`src/rtl/pin_frame_mux_pkg.sv`:
```
// rtl/pin_frame_mux_pkg.sv - shared frame geometry helpers and control-word bit indices
package pin_frame_mux_pkg;

    // Bit positions inside control word 0 (all active-low core strobes)
    localparam int M1_N    = 0;
    localparam int MREQ_N  = 1;
    localparam int IORQ_N  = 2;
    localparam int RD_N    = 3;
    localparam int WR_N    = 4;
    localparam int RFSH_N  = 5;
    localparam int HALT_N  = 6;
    localparam int BUSAK_N = 7;

    // Slots per frame: interleaved framing repeats word 0 before every other word
    function automatic int frame_len(input int num_words, input int interleave);
        return (interleave != 0) ? 2 * (num_words - 1) : num_words;
    endfunction

    // Slot counter width, never narrower than one bit
    function automatic int slot_width(input int fl);
        return (fl > 1) ? $clog2(fl) : 1;
    endfunction

    // Which core-side word is carried in a given slot
    function automatic int slot_word(input int s, input int interleave);
        if (interleave != 0)
            return ((s % 2) == 0) ? 0 : (s / 2 + 1);
        return s;
    endfunction

endpackage

```
`src/rtl/pin_frame_timer.sv`:
```
// rtl/pin_frame_timer.sv - tick/slot counters with frame position decodes
module pin_frame_timer #(
    parameter int FL       = 4,
    parameter int PRESCALE = 1,
    parameter int SW       = 2
) (
    input  logic          i_clk,
    input  logic          i_rst,
    input  logic          i_en,
    output logic [SW-1:0] o_slot,
    output logic          o_last_tick,
    output logic          o_frame_start,
    output logic          o_frame_end
);

    localparam int            TW       = (PRESCALE > 1) ? $clog2(PRESCALE) : 1;
    localparam logic [TW-1:0] TICK_MAX = TW'(PRESCALE - 1);
    localparam logic [SW-1:0] SLOT_MAX = SW'(FL - 1);

    logic [TW-1:0] r_tick;
    logic [SW-1:0] r_slot;
    logic          w_last_tick;
    logic          w_frame_end;

    assign w_last_tick   = (r_tick == TICK_MAX);
    assign w_frame_end   = w_last_tick && (r_slot == SLOT_MAX);
    assign o_slot        = r_slot;
    assign o_last_tick   = w_last_tick;
    assign o_frame_end   = w_frame_end;
    assign o_frame_start = (r_tick == '0) && (r_slot == '0);

    // Advance tick every enabled cycle; step slot when the tick wraps
    always_ff @(posedge i_clk) begin
        if (i_rst) begin
            r_tick <= '0;
            r_slot <= '0;
        end else if (i_en) begin
            if (w_last_tick) begin
                r_tick <= '0;
                r_slot <= w_frame_end ? '0 : r_slot + 1'b1;
            end else begin
                r_tick <= r_tick + 1'b1;
            end
        end
    end

endmodule

```
`src/rtl/pin_frame_mux.sv`:
```
// rtl/pin_frame_mux.sv - time-division mux of core words onto a narrow pin bank
module pin_frame_mux
    import pin_frame_mux_pkg::*;
#(
    parameter int WIDTH      = 8,
    parameter int NUM_WORDS  = 3,
    parameter int INTERLEAVE = 1,
    parameter int PRESCALE   = 1,
    parameter int DIN_SLOT   = 1,
    localparam int FL        = frame_len(NUM_WORDS, INTERLEAVE),
    localparam int SW        = slot_width(FL)
) (
    input  logic                       clk,
    input  logic                       rst,
    input  logic                       en,
    input  logic [NUM_WORDS*WIDTH-1:0] words_in,
    output logic [WIDTH-1:0]           pins_out,
    output logic [SW-1:0]              slot,
    output logic                       frame_start,
    output logic                       cpu_ce,
    input  logic [WIDTH-1:0]           din_pins,
    output logic [WIDTH-1:0]           din_word,
    output logic                       din_valid
);

    if (WIDTH < 1 || NUM_WORDS < 2 || NUM_WORDS > 8 || PRESCALE < 1 || PRESCALE > 16 ||
        DIN_SLOT < 0 || DIN_SLOT > FL - 1) begin : g_param_err
        $error("pin_frame_mux: parameter out of range");
    end

    localparam logic [SW-1:0] DIN_SEL = SW'(DIN_SLOT);

    logic [NUM_WORDS*WIDTH-1:0] r_shadow;
    logic [WIDTH-1:0]           r_pins;
    logic [WIDTH-1:0]           r_din;
    logic                       r_din_valid;
    logic [SW-1:0]              w_slot;
    logic [SW-1:0]              w_next_slot;
    logic [WIDTH-1:0]           w_next_word;
    logic                       w_last_tick;
    logic                       w_frame_start;
    logic                       w_frame_end;
    logic                       w_din_hit;

    pin_frame_timer #(
        .FL       (FL),
        .PRESCALE (PRESCALE),
        .SW       (SW)
    ) u_timer (
        .i_clk         (clk),
        .i_rst         (rst),
        .i_en          (en),
        .o_slot        (w_slot),
        .o_last_tick   (w_last_tick),
        .o_frame_start (w_frame_start),
        .o_frame_end   (w_frame_end)
    );

    // Only consumed when the frame is not ending, so the wrap case never matters
    assign w_next_slot = w_slot + 1'b1;
    assign w_din_hit   = en && w_last_tick && (w_slot == DIN_SEL);

    // Pick the shadow word that belongs to the upcoming slot
    always_comb begin
        w_next_word = '0;
        for (int s = 0; s < FL; s++) begin
            if (w_next_slot == SW'(s))
                w_next_word = r_shadow[slot_word(s, INTERLEAVE)*WIDTH +: WIDTH];
        end
    end

    // Snapshot the core bus at frame end; slot 0 takes word 0 straight from the live bus
    always_ff @(posedge clk) begin
        if (rst) begin
            r_shadow <= '0;
            r_pins   <= '0;
        end else if (en && w_last_tick) begin
            if (w_frame_end) begin
                r_shadow <= words_in;
                r_pins   <= words_in[WIDTH-1:0];
            end else begin
                r_pins   <= w_next_word;
            end
        end
    end

    // Sample inbound pins at the end of the capture slot and flag it for one cycle
    always_ff @(posedge clk) begin
        if (rst) begin
            r_din       <= '0;
            r_din_valid <= 1'b0;
        end else begin
            r_din_valid <= w_din_hit;
            if (w_din_hit)
                r_din <= din_pins;
        end
    end

    assign pins_out    = r_pins;
    assign slot        = w_slot;
    assign frame_start = w_frame_start;
    assign cpu_ce      = en & w_frame_start;
    assign din_word    = r_din;
    assign din_valid   = r_din_valid;

endmodule

```
`config.mk`:
```
export PLATFORM = sky130hd
export DESIGN_NAME = pin_frame_mux
export DESIGN_NICKNAME = d
export VERILOG_FILES = /design/src/rtl/pin_frame_mux_pkg.sv /design/src/rtl/pin_frame_timer.sv /design/src/rtl/pin_frame_mux.sv
export SDC_FILE = /design/constraint.sdc
export NUM_CORES = 1
export LEC_CHECK = 0
export CORE_UTILIZATION = 44
export CTS_BUF_LIST = sky130_fd_sc_hd__clkbuf_8
export CTS_CLUSTER_SIZE = 30
export DETAILED_ROUTE_END_ITERATION = 12
export PLACE_DENSITY_LB_ADDON = 0.05
export SYNTH_ARGS = -nofsm -noshare
export SYNTH_HDL_FRONTEND = slang
export SYNTH_SLANG_ARGS = --single-unit
```
`constraint.sdc`:
```
create_clock -name clk -period 1.35 [get_ports clk]
set_input_delay 0.2025 -clock clk [delete_from_list [all_inputs] [get_ports clk]]
set_output_delay 0.2025 -clock clk [all_outputs]
set_load 0.05 [all_outputs]
```
==> reports/results.txt <==
Diodes inserted: 0
most frequent cells in the layout: 46 x nand2_1, 41 x dfxtp_1, 33 x clkdlybuf4s50_1
LEAKAGE: 1.18 nW
pwr/cell area: 966 nW/µm²
most used flip-flop cell after synthesis: dfxtp_1
initial core utilization: 46.9%
pre-CTS WS: -0.123 ns
Synth Register Bits: 43
Psw: 0.000895 W
Synth Cell Area: 1920 µm²
met2 usage: 38.4%
Cell Rows: 23
filler cell count: 266
GPL Wtd Cong: 0.748
vias in the first global route: 1659
Gate power share: 25.5%
RSZ-0062 raised after global routing: yes
DRT antenna net count: 0
GRT Residual Overflow: 0
worst-skew pair later-pin latency: 0.30 ns
grt peak-use layer: met2
CTS tree: done
Core ar.: 4090 µm²
failing checks: negative setup slack
Least-Margin Pin Slew: 0.345 ns
CP Max Fanout: 8
GR Util met1: 31.7%
drt total wl: 5.60 mm
Seq/Total Area, Yosys: 44.9%
syn_nets: 260
placed cell area: 2960 µm²
GR Layer Usage met3: 5.00%
Compound-Gate Fraction of Synth Area: 24.3%
Reg clk slew, reported paths: 0.09 ns
clock share of power: 32.2%
cts hold-fix bufs: 0
# H-tree levels: 2
Hold Violations, Final: 0
DR pass1 iterations: 4
drt wl/cell: 16.2 µm
Max transition margin: 76.9%
post-synthesis mux area share: 1.04%
synth unique cells: 24
port bufs: 55
largest net degree at the start of global routing: 25
via/cell ratio: 5.30
maximum VDD drop: 558 µV
first-pass GRT wire length: 8.14 mm
all-layer global routing usage: 23.8%
die width: 68.0 µm
clock buffer depth: 2
detailed-route via count: 1828
Startpoint Class: flip-flop
Switching Fraction: 28.4%
Post-DP HPWL: 3.44 mm
final instance area: 3270 µm²
Worst Path Arrival: 1.66 ns
Syn Area/Cell: 8.80 µm²
path type of the worst setup path: reg2reg
Die ar.: 4630 µm²
Syn. warnings: 0
run status: finished with violations
hold crit path type: in2reg
layout cells sized above 1: 39.7%
Layout area overhead: 70.4%
XOR/XNOR Fraction of Synth Area: 0%
Critical Path RT: 1.52 ns
EDFF count, synth: 0
most common cell after layout, fill and taps aside: nand2_1
CTS buffer count: 5
Final Setup Violations: 11
IO Pins: 56
Max Slew Vio Count: 0
Worst Slack Setup Final: -0.139 ns
Crit. End Element: flip-flop
Int Pwr: 0.00226 W
Post-Synth Adder-Cell Area: 4.57%
antenna violations before repair: 0
largest family of logic cells by synthesized area: compound AO/OA/AOI/OAI gates
share of the cycle needed by the critical path after routing: 110%
Seq pwr share: 42.3%
post-detailed-route DRC marker count: 0
drt initial violations: 179
NumNets Final: 336
Final Skew: 0.00779 ns
Synth Area in Simple Gates: 19.8%
max-cap violations: 0
Synth async-reset ratio: 0%
f_max: 0.671 GHz
Post-Synthesis Cells: 218
final worst path period need: 1.49 ns
clock sink count: 43
root buf cell: clkbuf_8
Die Y: 68.0 µm
metal layers:
| metal | up-vias | wire length (µm) |
|---|---|---|
| li1 | 894 | - |
| met1 | 873 | 2350 |
| met2 | 55 | 2880 |
| met3 | 6 | 281 |
| met4 | 0 | 87 |
| met5 | - | 0 |
cell usage after synthesis, types with 3 or more instances:
library cell / instances / area (µm²)
nor2_1: 5 / 18.8
inv_1: 4 / 15.0
ha_1: 7 / 87.6
o22ai_2: 6 / 75.1
nand2_2: 11 / 68.8
nand2_1: 47 / 176
a21oi_1: 24 / 120
buf_6: 3 / 33.8
dfxtp_1: 43 / 861
clkbuf_1: 5 / 18.8
a21oi_2: 16 / 140
o21ai_0: 6 / 30.0
buf_2: 3 / 15.0
nand3_1: 8 / 40.0
nor2b_1: 8 / 50.1
a221oi_1: 8 / 70.1
final cells by class:
cell class	count	area (µm²)	share of cell area [%]
Clock inverter	3	43.8	1.34
Inverter	4	25.0	0.766
Tap cell	50	62.6	1.91
Sequential cell	43	868	26.6
Clock buffer	5	68.8	2.11
Multi-Input combinational cell	156	1120	34.2
Timing Repair Buffer	84	1080	33.2
sequential cells by signal, indices dropped and copies added (netlist names):
name	count
r_shadow	24
din_word	8
pins_out	8
u_timer.o_slot	2
din_valid	1
power by group through the flow:
stage	sequential (W)	clock, W	combinational [W]
2_1_floorplan	0.00145	0	0.000258
3_3_place_gp	0.00137	0	0.000685
3_5_place_dp	0.00137	0	0.000692
4_1_cts	0.00133	0.00104	0.000756
5_1_grt	0.00134	0.00109	0.000843
6_report	0.00133	0.00102	0.000803
logic make-up (layout without fill, tap and decap cells):
kind of cell / after synthesis / in the layout
muxes: 2 / 2
and+or+nand+nor: 82 / 82
DFF: 43 / 43
buffers and inverters: 19 / 96
AOI/OAI and AO/OA: 65 / 65
adders and majority gates: 7 / 7
repair_timing:
action                     in CTS  in global routing
buffers inserted                6                  0
cloned                          0                  2
setup endpoints to repair      11                 42
gates resized for setup        11                 11
pin swaps                       4                  3
worst max-delay path, stage by stage, from the launching register on:
cell and delay (ns):
dfxtp_4 0.37, inv_6 0.07, buf_6 0.10, ha_4 0.14, inv_4 0.04, a21o_4 0.25, a221oi_2 0.29, o22ai_2 0.09
path summary, 6_finish.rpt:
path / start / end / slack [ns] / cells after the start
worst max-delay path: u_timer.o_slot[1] / pins_out[6] / -0.14 / 7
worst min-delay path: rst / r_shadow[17] / 0.32 / 3
worst max register to register: u_timer.o_slot[1] / pins_out[6] / -0.14 / 7
worst min register to register: r_shadow[19] / r_shadow[19] / 0.47 / 2
per-stage QoR:
| step | power [W] | cells | setup TNS (ns) | util (%) | hold WS (ns) |
|---|---|---|---|---|---|
| after floorplan | 0.00171 | 218 | -0.221 | - | 0.329 |
| after global placement | 0.00206 | 329 | -0.421 | 72.4 | 0.448 |
| after detailed placement | 0.00206 | 329 | -0.967 | 72.4 | 0.457 |
| after CTS | 0.00312 | 343 | -0.729 | 77.8 | 0.308 |
| after global routing | 0.00327 | 345 | -1.65 | 80.0 | 0.316 |
| final | 0.00316 | 345 | -1.14 | 80.0 | 0.321 |
(Power assumes the default switching activity.)
